==> src/rtl/uart_rx_fifo.sv <==
// rtl/uart_rx_fifo.sv - UART receive byte capture into a first-word-fall-through FIFO with overflow status
module uart_rx_fifo #(
  parameter int DEPTH  = 16,
  parameter int ADDR_W = 4
) (
  input  logic              clk,
  input  logic              reset,
  input  logic [7:0]        rx_data,
  input  logic              rx_done,
  output logic              rx_clear,
  output logic [7:0]        out_data,
  output logic              out_valid,
  input  logic              out_ready,
  output logic [ADDR_W:0]   level,
  output logic              full,
  output logic              overflow,
  input  logic              overflow_clr
);

  localparam logic [ADDR_W:0] FULL_LEVEL = (ADDR_W + 1)'(DEPTH);

  typedef enum logic {S_WAIT, S_ACK} state_t;

  state_t            state;
  logic [7:0]        mem [DEPTH];
  logic [ADDR_W-1:0] wr_ptr;
  logic [ADDR_W-1:0] rd_ptr;

  logic push_req;
  logic pop;
  logic push_ok;
  logic drop;

  assign out_valid = (level != '0);
  assign full      = (level == FULL_LEVEL);
  assign out_data  = mem[rd_ptr];

  // A full FIFO still accepts a byte when the head leaves in the same cycle.
  assign push_req = (state == S_WAIT) && rx_done;
  assign pop      = out_valid && out_ready;
  assign push_ok  = push_req && (!full || pop);
  assign drop     = push_req && full && !pop;

  always_ff @(posedge clk) begin
    if (reset) begin
      state    <= S_WAIT;
      rx_clear <= 1'b0;
      wr_ptr   <= '0;
      rd_ptr   <= '0;
      level    <= '0;
      overflow <= 1'b0;
      for (int i = 0; i < DEPTH; i++) begin
        mem[i] <= 8'h00;
      end
    end else begin
      case (state)
        S_WAIT: begin
          if (rx_done) begin
            rx_clear <= 1'b1;
            state    <= S_ACK;
          end
        end
        S_ACK: begin
          if (!rx_done) begin
            rx_clear <= 1'b0;
            state    <= S_WAIT;
          end
        end
        default: begin
          rx_clear <= 1'b0;
          state    <= S_WAIT;
        end
      endcase

      if (push_ok) begin
        mem[wr_ptr] <= rx_data;
        wr_ptr      <= wr_ptr + ADDR_W'(1);
      end

      if (pop) begin
        rd_ptr <= rd_ptr + ADDR_W'(1);
      end

      case ({push_ok, pop})
        2'b10:   level <= level + (ADDR_W + 1)'(1);
        2'b01:   level <= level - (ADDR_W + 1)'(1);
        default: level <= level;
      endcase

      // A fresh drop outranks a clear request in the same cycle.
      if (drop) begin
        overflow <= 1'b1;
      end else if (overflow_clr) begin
        overflow <= 1'b0;
      end
    end
  end

endmodule

==> config.mk <==
export PLATFORM = sky130hd
export DESIGN_NAME = uart_rx_fifo
export DESIGN_NICKNAME = d
export VERILOG_FILES = /design/src/rtl/uart_rx_fifo.sv
export SDC_FILE = /design/constraint.sdc
export NUM_CORES = 1
export LEC_CHECK = 0
export ABC_AREA = 1
export ABC_CLOCK_PERIOD_IN_PS = 5450
export CAP_MARGIN = 25
export CORE_ASPECT_RATIO = 0.7
export CORE_MARGIN = 2
export CORE_UTILIZATION = 40
export CTS_CLUSTER_SIZE = 10
export DETAILED_ROUTE_END_ITERATION = 16
export GPL_TIMING_DRIVEN = 0
export SETUP_SLACK_MARGIN = 0.05
export SLEW_MARGIN = 20
export SYNTH_ARGS = -nofsm -noshare
export SYNTH_HDL_FRONTEND = slang
export SYNTH_SLANG_ARGS = --single-unit
==> constraint.sdc <==
create_clock -name clk -period 5.45 [get_ports clk]
set_clock_uncertainty 0.1 [all_clocks]
set_input_delay 0.8175 -clock clk [delete_from_list [all_inputs] [get_ports clk]]
set_output_delay 0.8175 -clock clk [all_outputs]
set_load 0.05 [all_outputs]
==> results of run 1 <==
cells in the mapped netlist, types with 17 or more instances:
cell,instances
sky130_fd_sc_hd__nor2_1,141
sky130_fd_sc_hd__edfxtp_1,128
sky130_fd_sc_hd__nand2_4,17
sky130_fd_sc_hd__o211ai_1,33
sky130_fd_sc_hd__a21oi_1,40
sky130_fd_sc_hd__nand3_1,20
sky130_fd_sc_hd__clkbuf_1,23
sky130_fd_sc_hd__dfxtp_1,20
sky130_fd_sc_hd__o21ai_0,46
sky130_fd_sc_hd__mux2i_1,32
sky130_fd_sc_hd__inv_1,75
sky130_fd_sc_hd__nand2_1,47
stage by stage:
step                total power, mW  instances  hold WS, ns
finish                         3.33        956        0.375
detailed placement             2.19        924        0.364
global placement               2.18        924        0.359
floorplan                      1.91        665        0.360
CTS                            3.32        956        0.380
global route                   3.45        956        0.405
layer usage:
| metal | vias to the layer above | routed length [microns] | GRT usage [%] |
|---|---|---|---|
| met1 | 2434 | 8280 | 30.8 |
| met5 | - | 0 | 0 |
| li1 | 2367 | - | - |
| met4 | 0 | 301 | 5.55 |
| met2 | 219 | 8050 | 31.8 |
| met3 | 37 | 1890 | 4.82 |
final cells by class:
type                            instances  area, sq um  share of cell area (%)
Timing Repair Buffer                   28          280                    3.45
Clock inverter                         11         93.8                    1.15
Sequential cell                       148         4240                    52.2
Buffer                                 33          141                    1.74
Multi-Input combinational cell        407         2300                    28.4
Tap cell                              231          289                    3.56
Clock buffer                           21          483                    5.94
Inverter                               77          289                    3.56
final timing paths:
| path | from | endpoint | slack (ns) | cells after the start |
|---|---|---|---|---|
| hold reg to reg | overflow$_SDFFE_PP0P_ | overflow$_SDFFE_PP0P_ | 0.38 | 2 |
| hold / removal | overflow$_SDFFE_PP0P_ | overflow$_SDFFE_PP0P_ | 0.38 | 2 |
| setup reg to reg | level[0]$_SDFFE_PP0P_ | mem[3][4]$_SDFFCE_PN0P_ | 3.17 | 8 |
| setup / recovery | flip-flop | out_data[3] | 1.46 | 7 |
state kept, by name, indices dropped and copies added, names as in the netlist, named ones only:
name      flops
mem         128
overflow      1
state         1
rx_clear      1
rd_ptr        4
wr_ptr        4
level         5
cell usage in the layout, fill, tap and decap left out, drive strengths merged:
master         netlist  final
dfxtp               20     20
ha                   8      8
a31o                 1      1
nor3b                1      1
bufinv               0      1
a21oi               41     41
inv                 76     81
o211ai              33     33
edfxtp             128    128
buf                 10     10
a211oi               1      1
clkinvlp             0      1
nor3                 1      1
xnor2                1      1
clkdlybuf4s50        0     28
nor2               150    150
o21ai               48     48
nand2               66     66
nand4                4      4
nand3               20     20
clkinv               1      5
mux2i               32     32
clkbuf              23     44
kinds of logic after synthesis:
kind of cell | after synthesis | share of synthesized area (%)
buf+inv | 110 | 6.17
xor+xnor | 1 | 0.126
fa+ha+maj | 8 | 1.43
mux | 32 | 4.59
compound gates | 124 | 10.3
flops | 148 | 60.8
simple gates | 242 | 16.5
power by group:
group          switching (mW)  total (mW)  internal (mW)
combinational           0.598       0.857          0.259
sequential             0.0321        1.32           1.29
clock                   0.467        1.15          0.682
worst max-delay path: cells and delay by family, from the launching register on:
| family | cells | cell delay, ns |
|---|---|---|
| AND/OR/NAND/NOR | 1 | 0.10 |
| AO/OA/AOI/OAI | 2 | 0.71 |
| buffers and inverters | 4 | 1.52 |
| flip-flops | 1 | 0.32 |
==> metrics list, run 1 <==
* Max Slew Vio Count: 0
* Cell occurring most often along the worst timing path: sky130_fd_sc_hd__clkbuf_1
* DR vias/cell: 5.29
- Hold_buf cts: 0
- The worst pin sits at a relative slew slack of 44.7%.
* Floorplan die width: 162 microns
- Count of final hold-check violations: 0
* Total of flip-flops plus latches after synthesis: 148
- Setup TNS Final: 0 ns
* Mean post-synth cell area: 10.5 sq um
* Worst Path Class, Setup: flip-flop to output port
- MaxCap Viol Count: 0
* Final critical-path required period: 3.99 ns
- In this run the clock root is driven by a sky130_fd_sc_hd__clkbuf_16.
- For this run, design rule violations remaining after detail routing come to 0.
- The most used flip-flop cell after synthesis is sky130_fd_sc_hd__edfxtp_1.
- Count of vias placed by the detailed router: 5,057
- Number of global-route vias before repair: 4,990
- CP max-delay cell: sky130_fd_sc_hd__clkdlybuf4s50_1
* Critical-path cell list: clkbuf_1, inv_1, clkbuf_1, o21ai_0, o211ai_1, nand2_1, clkdlybuf4s50_1
- Core Rows: 40
* Data required time at the worst endpoint: 4.53 ns
- Wire length per cell: 19.4 microns
- The floorplan step set the die height to 115 microns.
* Unrepaired setup endpoints after global routing: false
- The pre-antenna-repair detailed-routing pass consisted of 6 iterations.
- FFs w/ async S/R, synth: 0%
* CP peak stage delay: 0.80 ns
- GPL Wtd Cong: 0.998
- Setup violations remaining at the end of the flow were counted as 0.
- The number of antenna violations at the first check in global routing was 0.
- The die covers 0.0185 sq mm.
- The worst path meets setup with 1.46 ns of slack.
- Total of warnings raised by yosys: 0
* Clock sink count: 148
- Post-CTS Setup Bufs: 0
- Crit Path Max Fanout: 10
- The first global-routing pass estimated 28.5 mm of wire.
- The run finished with clean final reports.
- Area Growth Syn to Fin: 16.4%
- Antenna cells: 0
* Overall overflow remaining after global route: 0
- After synthesis, the netlist uses 29 different library cells.
* Top-area cell type share of the netlist area: 55.1%
* Final instance area: 0.00813 sq mm
- Port buffer count: 28
* Ratio of total power to cell area: 410 mW/mm^2
* Setup WS pre-CTS: 1.96 ns
- After synthesis the cells add up to 0.00698 sq mm.
- Net count of the finished layout: 733
* CP endpoint kind: output port
* Max clock buf depth: 2
- In the post-synthesis netlist, the biggest area contributors are sky130_fd_sc_hd__edfxtp_1 (55%), sky130_fd_sc_hd__nor2_1 (7.6%), sky130_fd_sc_hd__dfxtp_1 (5.7%), sky130_fd_sc_hd__mux2i_1 (4.6%), sky130_fd_sc_hd__inv_1 (4.0%).
- Static power due to leakage: 3.38 nW
* Class of the tightest hold or removal check: flip-flop to flip-flop
* Worst setup SP type: flip-flop
- Cells fill 47.5% of the core in the end.
- Counting every net in the synthesized netlist gives 686.
- Once the floorplan was initialized, standard cells occupied 40.8% of the core.
- Clock transition at path regs: 0.06 ns
- STA puts the critical path data arrival time at 3.07 ns.
- Sequential share of the synthesized area: 60.8%
- Area after detailed placement: 0.00755 sq mm
* Number of inserted filler cells in the final layout: 1,602
- Pin count of the biggest net entering global routing: 17
* Share of post-route cells with drive strength above 1: 9.79%
* Number of gates resized after cts: 0
* Clock tree from TritonCTS: yes
- Overall routed net length: 18.5 mm
* Violation count after the first detailed-route iteration: 619
* IR drop worst, VDD: 210 uV
- The H-tree was split into 4 levels.
- Number of placed I/O pins: 30
* Post-detailed-placement half-perimeter wirelength: 13.2 mm
- The clock reaches the later pin of the worst-skew pair after 0.42 ns.
- The synthesized design spends more area on one cell type than any other, namely sky130_fd_sc_hd__edfxtp_1.
- In this run, synthesis inferred 128 flip-flops with an integrated enable.
- In the global route stage, overall resource usage came out at 21.1%.
- Number of CTS-inserted buffers: 17
* Timing-limited maximum frequency: 251 MHz
- Antenna-violating nets left: 0
- Share of the clock period used by the worst path: 73.2%
- The core region is 0.0171 sq mm.
- Transition time at the pin with the least slew margin: 0.827 ns
- Synthesis produced 665 cells.
Note: power is estimated with default switching activity, not from simulation.
==> run 2, diff against run 1 <==
- ABC_CLOCK_PERIOD_IN_PS: 5450 -> 3800
- clock period: 5.45 -> 3.8 ns (I/O delays scaled with it)
==> run 2 against run 1 <==
  * Global-route usage unchanged
  * Die area unchanged
  * Non-clock buffer count unchanged
==> metrics list, run 2 (synthesized netlist as in run 1, its figures left out) <==
- Unrepaired setup endpoints after global routing: true
* Number of placed I/O pins: 30 (unchanged)
- Antenna cells: 0 (unchanged)
- In the final layout, the registers with the most flip-flops are mem x128, level x5.
- Derived from the worst setup path, the maximum achievable clock frequency is 277 MHz.
- Max Slew Vio Count: 0 (unchanged)
- The total routing resource utilization after global routing is 21.1% (unchanged).
- The average wire per cell in the routed design came to 19.3 microns (-0.16%).
- The flip-flop count of the largest register after layout was 128 (unchanged).
- Most common cell after layout, fill and taps aside: sky130_fd_sc_hd__nor2_1
- Core Rows: 40 (unchanged)
- Share of total power consumed by net switching: 32.9% (-0.082 points)
- The internal power component came to 3.20 mW (+43%).
* DRC violations left: 0 (unchanged)
- Die Footprint: 0.0185 sq mm (unchanged)
* Overall overflow remaining after global route: 0 (unchanged)
- Static power due to leakage: 3.41 nW (+1.0%)
- The worst setup path is captured at an output port.
* Die boundary height: 115 microns (unchanged)
- The count of buffers from port buffering came to 28 (unchanged).
- Net count of the finished layout: 733 (unchanged)
* Worst Path Class, Setup: flip-flop to output port
- Ratio of total power to cell area: 586 mW/mm^2 (+43%)
* Proportion of power drawn by combinational gates: 25.8% (about the same)
* Arrival time at the worst endpoint: 2.94 ns (-0.13 ns)
- Violation count after the first detailed-route iteration: 609 (-1.6%)
- The part of the total power dissipated in sequential elements is 39.8% (about the same).
- The min-delay analysis places its worst path in the category primary input to flip-flop.
- Number of CTS-inserted buffers: 17 (unchanged)
- The maximum fanout encountered on the critical timing path is 10 (unchanged).
- Power consumption: 4.77 mW (+43%)
* Reg with most FFs: mem
* Area after detailed placement: 0.00755 sq mm (unchanged)
- Overall routed net length: 18.5 mm (-0.16%)
- The total number of clock tree sinks was 148 (unchanged).
* MaxCap Viol Count: 0 (unchanged)
- The initial core utilization was 40.8% (unchanged).
* Count of final hold-check violations: 0 (unchanged)
- The via count of the first global-routing pass was 4,990 (unchanged).
- Share of power burned in the clock network: 34.5% (about the same)
- Wire length of the first global-routing pass: 28.5 mm (unchanged)
- Headroom to the max-slew limit: 44.2% (-0.48 points)
- Result of the run: finished, final reports clean
* Antenna-violating nets left: 0 (unchanged)
* DR vias/cell: 5.30 (+0.20%)
- GPL Wtd Cong: 0.998 (unchanged)
- The peak supply drop is 299 uV (+43%).
* Share of the clock period used by the worst path: 94.9%
* Setup Viol. Count Final: 0 (unchanged)
* WHS: 0.366 ns (-0.00894 ns)
- Count of vias placed by the detailed router: 5,067 (+0.20%)
- TritonCTS built the clock tree.
* Post-detailed-placement half-perimeter wirelength: 13.2 mm (unchanged)
- Commonest cells after routing, fill and taps aside: sky130_fd_sc_hd__nor2_1 (141), sky130_fd_sc_hd__edfxtp_1 (128), sky130_fd_sc_hd__inv_1 (75)
- The number of levels in the clock H-tree came to 4 (unchanged).
- Setup WS pre-CTS: 0.559 ns (-1.40 ns)
- The share of layout cells above drive strength 1 is 9.79% (unchanged).
- The total negative slack came to 0 ns (unchanged).
* Transition time at the pin with the least slew margin: 0.834 ns (+0.00712 ns)
- The summed area of non-filler cells in the final layout is 0.00813 sq mm (about the same).
- The number of detailed-route iterations in the first pass is 5 (-1).
- Switching power of the nets: 1.57 mW (+43%)
- The routed design could run at a clock period as short as 3.61 ns.
- STA classifies the critical path startpoint as a flip-flop.
- Initial antenna violation count: 0 (unchanged)
- Data required time at the worst endpoint: 3.13 ns (-1.40 ns)
- Floorplan die width: 162 microns (unchanged)
* Max clock buf depth: 2 (unchanged)
* Latest clock arrival within the worst-skew pair: 0.42 ns (about the same)
* Pin count of the biggest net entering global routing: 17 (unchanged)
- Hold_buf cts: 0 (unchanged)
- Area Growth Syn to Fin: 16.5% (about the same)
- Clock Tree Root: sky130_fd_sc_hd__clkbuf_16
- The least setup slack across all paths after layout came to 0.193 ns (-1.27 ns).
- Clock transition at path regs: 0.06 ns (about the same)
* Core outline area: 0.0171 sq mm (unchanged)
run 2: final cells by class:
cell class | count | area, sq um
plain buffers | 33 | 141
clock buffers | 21 | 483
clock inverters | 11 | 93.8
fillers | 1601 | 8980
inverters | 77 | 289
multi-input cells | 407 | 2300
flip-flops and latches | 148 | 4240
well taps | 231 | 289
repair buffers | 28 | 288
run 2: worst max-delay path, stage by stage (launching register included):
cell and delay, ns:
sky130_fd_sc_hd__dfxtp_1 0.32, sky130_fd_sc_hd__clkbuf_1 0.25, sky130_fd_sc_hd__clkbuf_1 0.51, sky130_fd_sc_hd__a21oi_1 0.08, sky130_fd_sc_hd__o21ai_0 0.10, sky130_fd_sc_hd__o21ai_1 0.17
sky130_fd_sc_hd__o211ai_1 0.28, sky130_fd_sc_hd__nand2_1 0.09, sky130_fd_sc_hd__clkdlybuf4s50_1 0.71
run 2: power by group through the flow:
stage                     Clock, mW  Sequential, mW  Combinational, mW
after floorplan                   0            1.97              0.762
after global placement            0            1.93               1.20
after detailed placement          0            1.93               1.22
after CTS                      1.65            1.90               1.22
after global routing           1.73            1.91               1.32
final                          1.64            1.90               1.23
run 2: layer usage:
| layer | global-route usage, % | vias to the layer above | wire (microns) |
|---|---|---|---|
| met5 | 0 | - | 0 |
| met4 | 5.55 | 0 | 254 |
| met3 | 4.82 | 28 | 1710 |
| met2 | 31.8 | 201 | 8130 |
| met1 | 30.8 | 2475 | 8400 |
| li1 | - | 2363 | - |
run 2: worst paths after layout:
| kind | from | cells past startpoint | endpoint | slack [ns] |
|---|---|---|---|---|
| max reg2reg | level[0]$_SDFFE_PP0P_ | 8 | mem[3][4]$_SDFFCE_PN0P_ | 1.52 |
| min reg2reg | overflow$_SDFFE_PP0P_ | 2 | overflow$_SDFFE_PP0P_ | 0.38 |
| min | reset | 2 | state$_SDFF_PP0_ | 0.37 |
| max | flip-flop | 8 | out_data[3] | 0.19 |
run 2: through the flow:
step	utilization (%)	instances
floorplan	-	665
global placement	44.1	924
detailed placement	44.1	924
CTS	47.5	956
global route	47.5	956
finish	47.5	956
run 2: timing repair:
action / in CTS / in global routing
setup buffers: 0 / 0
gates resized for setup: 0 / 4
setup endpoints to repair: 0 / 4
==> RTL change 1 (config.mk and constraints of run 2) <==
Register the output `level` once more, cleared by the reset; this adds one clock of latency there. The other outputs are not delayed to match.
--- a/src/rtl/uart_rx_fifo.sv
+++ b/src/rtl/uart_rx_fifo.sv
@@ -23,2 +23,4 @@
 
+  logic [ADDR_W:0] level_s0;
+
   state_t            state;
@@ -33,4 +35,4 @@
 
-  assign out_valid = (level != '0);
-  assign full      = (level == FULL_LEVEL);
+  assign out_valid = (level_s0 != '0);
+  assign full      = (level_s0 == FULL_LEVEL);
   assign out_data  = mem[rd_ptr];
@@ -49,3 +51,3 @@
       rd_ptr   <= '0;
-      level    <= '0;
+      level_s0 <= '0;
       overflow <= 1'b0;
@@ -84,5 +86,5 @@
       case ({push_ok, pop})
-        2'b10:   level <= level + (ADDR_W + 1)'(1);
-        2'b01:   level <= level - (ADDR_W + 1)'(1);
-        default: level <= level;
+        2'b10:   level_s0 <= level_s0 + (ADDR_W + 1)'(1);
+        2'b01:   level_s0 <= level_s0 - (ADDR_W + 1)'(1);
+        default: level_s0 <= level_s0;
       endcase
@@ -98,2 +100,10 @@
 
+  always_ff @(posedge clk) begin
+    if (reset) begin
+      level <= '0;
+    end else begin
+      level <= level_s0;
+    end
+  end
+
 endmodule
Behaviour: not the same (Yosys sat finds a counterexample within 4 cycles, from zero or initial values and one cycle with reset high).
==> RTL change 1 against run 2 <==
Register-to-register slack got worse by 0.03 ns; combinational power decreased by 3%; area after synthesis unchanged; design area increased by 0.14%; wire length decreased by 1.8%; power increased by 1.1%; setup slack got worse by 0.10 ns; sequential cell count increased by 5; worst hold slack improved by 0.0046 ns; highest routed layer unchanged.
==> RTL change 1: results (changes against run 2) <==
- Final #Nets: 744 (was 733)
- First-pass GRT wire length: 27600 um (was 28500 um)
- Hold EP: overflow (was state)
- Worst-margin pin slew: 0.793 ns (was 0.834 ns)
- Combinational cell fraction of total power: 0.247 (was 0.258)
- Vias/cell: 5.28 (was 5.30)
- Worst R2R Start: level_s0[0] (was level[0])
- Commonest cells in the netlist: 151 x nor2_1, 128 x edfxtp_1, 75 x inv_1 (was 141 x nor2_1, 128 x edfxtp_1, 75 x inv_1)
- Seq/Total Area, Yosys: 0.622 (was 0.608)
- Post-Route WL: 18200 um (was 18500 um)
- Net Sw Power: 1.57 mW (about the same)
- Synth unique cells: 28 (was 29)
- Initial antenna violation count: 0 (unchanged)
- Largest net degree at the start of global routing: 17 (unchanged)
- Longest Clk Path Bufs: 2 (unchanged)
- Fraction of registers with async set/reset: 0 (unchanged)
- Vias in the first global route: 4785 (was 4990)
- Pre-antenna DRT Iters: 9 (was 5)
- Slowest cell delay on critical path: 0.82 ns (was 0.71 ns)
- Critical-path top delay cell: clkdlybuf4s50_1 (unchanged)
- Met3 Resource Use GR: 0.0485 (was 0.0482)
- Grt met2 use: 0.302 (was 0.318)
- Crit path max-delay family: buffers and inverters (unchanged)
- Total GRT Usage: 0.205 (was 0.211)
- Global placement routability congestion: 0.950 (was 0.998)
- HP Start: overflow (was reset)
- CTS Root Cell: clkbuf_16 (unchanged)
- Detailed Place HPWL: 12900 um (was 13200 um)
- Maximum vdd drop: 0.348 mV (was 0.299 mV)
- Top Layer Used: met4 (unchanged)
- IO Port Bufs: 29 (was 28)
- Share of layout cells above drive strength 1: 0.0924 (was 0.0979)
- Reg-to-reg slack, setup: 1.49 ns (was 1.52 ns)
- Initial DRC count: 467 (was 609)
- Worst hold path class: flip-flop to flip-flop (was input port to flip-flop)
- Cells on Worst Hold Path: 2 (unchanged)
- Outcome: finished, final reports clean (unchanged)
- DR WL met2: 7730 um (was 8130 um)
- Post-synth EDFFs: 128 (unchanged)
- Number of buffers created by CTS: 17 (unchanged)
- Met1 GRT Util: 0.304 (was 0.308)
- Wl on met1: 8330 um (was 8400 um)
- WL met3: 1880 um (was 1710 um)
- Pleak: 3.21 nW (was 3.41 nW)
- Largest register by flop count: mem (unchanged)
- Worst-skew pair later-pin latency: 0.42 ns (about the same)
- Area post-placement: 0.00756 sq mm (was 0.00755 sq mm)
- Sequential power share: 0.405 (was 0.398)
- Mapped Nets: 696 (was 686)
- Syn. warnings: 0 (unchanged)
- Worst-path clk slew: 0.06 ns (about the same)
- FF-to-FF End: mem[2][5] (was mem[3][4])
- Worst EP arrival: 3.04 ns (was 2.94 ns)
- Setup TNS Final: 0 ns (unchanged)
- Largest registers: mem: 128 flops, level: 5 flops, level_s0: 5 flops (was mem: 128 flops, level: 5 flops)
- Largest cells by area after synthesis: edfxtp_1 55%, nor2_1 8.1%, dfxtp_1 7.2% (was edfxtp_1 55%, nor2_1 7.6%, dfxtp_1 5.7%)
- Crit-path max FO: 10 (unchanged)
RTL change 1: worst max path at each step:
stage,start,end,slack [ns],cells past startpoint
after detailed placement,flip-flop,out_data[1],0.49,8
after floorplan,flip-flop,out_data[3],1.63,8
after CTS,flip-flop,out_data[6],0.1,7
after global routing,flip-flop,out_data[3],0.07,7
after global placement,flip-flop,out_data[5],0.52,8
final,flip-flop,out_data[2],0.09,7
RTL change 1: layout make-up:
class	instances	area, sq um
Buffer	33	140
Clock buffer	18	429
Clock inverter	14	148
Fill cell	1551	8970
Inverter	77	289
Multi-Input combinational cell	412	2210
Sequential cell	153	4340
Tap cell	231	289
Timing Repair Buffer	29	298
RTL change 1: kinds of logic after synthesis:
| logic type | Yosys count | share of synthesized area |
|---|---|---|
| adders and majority gates | 8 | 0.0143 |
| muxes | 32 | 0.0459 |
| AOI/OAI and AO/OA | 128 | 0.106 |
| buffers and inverters | 110 | 0.0613 |
| and+or+nand+nor | 243 | 0.149 |
| DFF | 153 | 0.622 |
| xor gates and xnor gates | 1 | 0.00126 |
RTL change 1: repair_timing:
item / 4_1_cts / 5_1_grt
hold buffers: 0 / 0
endpoints found under the setup margin: 2 / 3
gates resized for setup: 1 / 3
hold endpoints to repair: 0 / 0
setup buffers: 0 / 0
RTL change 1: through the flow:
step | total power, mW | utilization | setup WS [ns] | hold WS (ns) | cells
3_5_place_dp | 3.16 | 0.442 | 0.489 | 0.363 | 935
4_1_cts | 4.81 | 0.475 | 0.0958 | 0.374 | 967
2_1_floorplan | 2.77 | - | 1.63 | 0.330 | 675
3_3_place_gp | 3.14 | 0.442 | 0.517 | 0.356 | 935
6_report | 4.82 | 0.476 | 0.0935 | 0.371 | 967
5_1_grt | 4.99 | 0.476 | 0.0705 | 0.401 | 967
==> RTL change 2 (settings of run 2) <==
Made on the original files. The parameter `DEPTH` goes from 16 to 32.
--- a/src/rtl/uart_rx_fifo.sv
+++ b/src/rtl/uart_rx_fifo.sv
@@ -2,3 +2,3 @@
 module uart_rx_fifo #(
-  parameter int DEPTH  = 16,
+  parameter int DEPTH  = 32,
   parameter int ADDR_W = 4
Behaviour: not the same (a bounded check fails within 4 cycles, from zero or initial values and one cycle with reset high).
==> RTL change 2 against run 2 <==
Area after synthesis is essentially flat; first-iteration DRC count down 15%; wire length rose by 4.7%; sequential share of layout area shrank 0.33 points; worst hold slack better by 0.0033 ns; synthesized cell count increased by 13%; critical path depth is 1 lower; power grew 18%; setup slack worse by 0.010 ns; largest power group unchanged; design area is 0.63% higher; sequential cell count is the same.
==> RTL change 2: results (changes against run 2) <==
- CP Capture Point: out_data[2] (was out_data[3])
- WL met3: 1830 um (was 1710 um)
- FF-to-FF End: level[4] (was mem[3][4])
- DR WL met2: 7660 um (was 8130 um)
- Share of layout cells above drive strength 1: 0.0727 (was 0.0979)
- R2R depth: 15 (was 8)
- Met3 Resource Use GR: 0.0616 (was 0.0482)
- Synth Area in Adders: 0.0208 (was 0.0143)
- Drt wl/cell: 18.6 um (was 19.3 um)
- Largest cells by area after synthesis: edfxtp_1 55%, nor2_1 12%, nand2_1 7.3% (was edfxtp_1 55%, nor2_1 7.6%, dfxtp_1 5.7%)
- Via count: 5363 (was 5067)
- Complex-gate fraction of the synthesized area: 0.0552 (was 0.103)
- Max_slew headroom: 0.382 (was 0.442)
- Final #Nets: 823 (was 733)
- Detailed Place HPWL: 13500 um (was 13200 um)
- Met1 GRT Util: 0.336 (was 0.308)
- Global placement routability congestion: 0.963 (was 0.998)
- Mapped Nets: 776 (was 686)
- Hold slack: 0.369 ns (was 0.366 ns)
- Worst R2R Start: level[4] (was level[0])
- Outcome: finished, final reports clean (unchanged)
- Worst-skew pair later-pin latency: 0.43 ns
- Commonest cells in the netlist: 218 x nor2_1, 136 x nand2_1, 128 x edfxtp_1 (was 141 x nor2_1, 128 x edfxtp_1, 75 x inv_1)
- Area post-placement: 0.00755 sq mm (about the same)
- First-pass GRT wire length: 29400 um (was 28500 um)
- Reg-to-reg slack, setup: 1.41 ns (was 1.52 ns)
- Post-synthesis mux area share: 0 (was 0.0459)
- Final non-filler cell total: 1043 (was 956)
- Seq/Total Area, Yosys: 0.608 (about the same)
- XOR/XNOR share of the synthesized area: 0.00628 (was 0.00125)
- Total GRT Usage: 0.220 (was 0.211)
- Vias in the first global route: 4909 (was 4990)
- Maximum vdd drop: 0.445 mV (was 0.299 mV)
- Wl on met1: 9470 um (was 8400 um)
- Pint: 3.57 mW (was 3.20 mW)
- Initial DRC count: 519 (was 609)
- Worst EP arrival: 2.95 ns (was 2.94 ns)
- Hold EP: overflow (was state)
- Syn_area_per_cell: 9.28 sq um (was 10.5 sq um)
- Pleak: 3.46 nW (was 3.41 nW)
- Grt met2 use: 0.297 (was 0.318)
- Worst setup margin: 0.183 ns (was 0.193 ns)
- Setup slack at placement: 0.668 ns (was 0.559 ns)
- Synth unique cells: 25 (was 29)
==> RTL change 2: cell type report <==
type                       count  area [sq um]
sequential                   148          4240
inverter                      58           218
timing repair buffer          28           280
buffer                        36           155
clock inverter                14           208
tap                          231           289
multi-input combinational    510          2360
clock buffer                  18           429
fill                        1654          8930
==> RTL change 2: worst max-delay path, cell delays in order (launching register included) <==
cell             delay, ns
dfxtp_1               0.36
clkinv_1              0.14
clkbuf_1              0.49
o211ai_1              0.28
nand3_1               0.20
nand3_1               0.09
nand2_1               0.13
clkdlybuf4s50_1       0.82
==> RTL change 2: power groups by stage <==
stage / logic [mW] / clock network [mW] / registers (mW)
3_3_place_gp: 1.79 / 0 / 1.98
3_5_place_dp: 1.79 / 0 / 1.99
2_1_floorplan: 1.13 / 0 / 2.05
4_1_cts: 1.80 / 1.84 / 1.96
5_1_grt: 1.95 / 1.92 / 1.97
6_report: 1.82 / 1.84 / 1.95
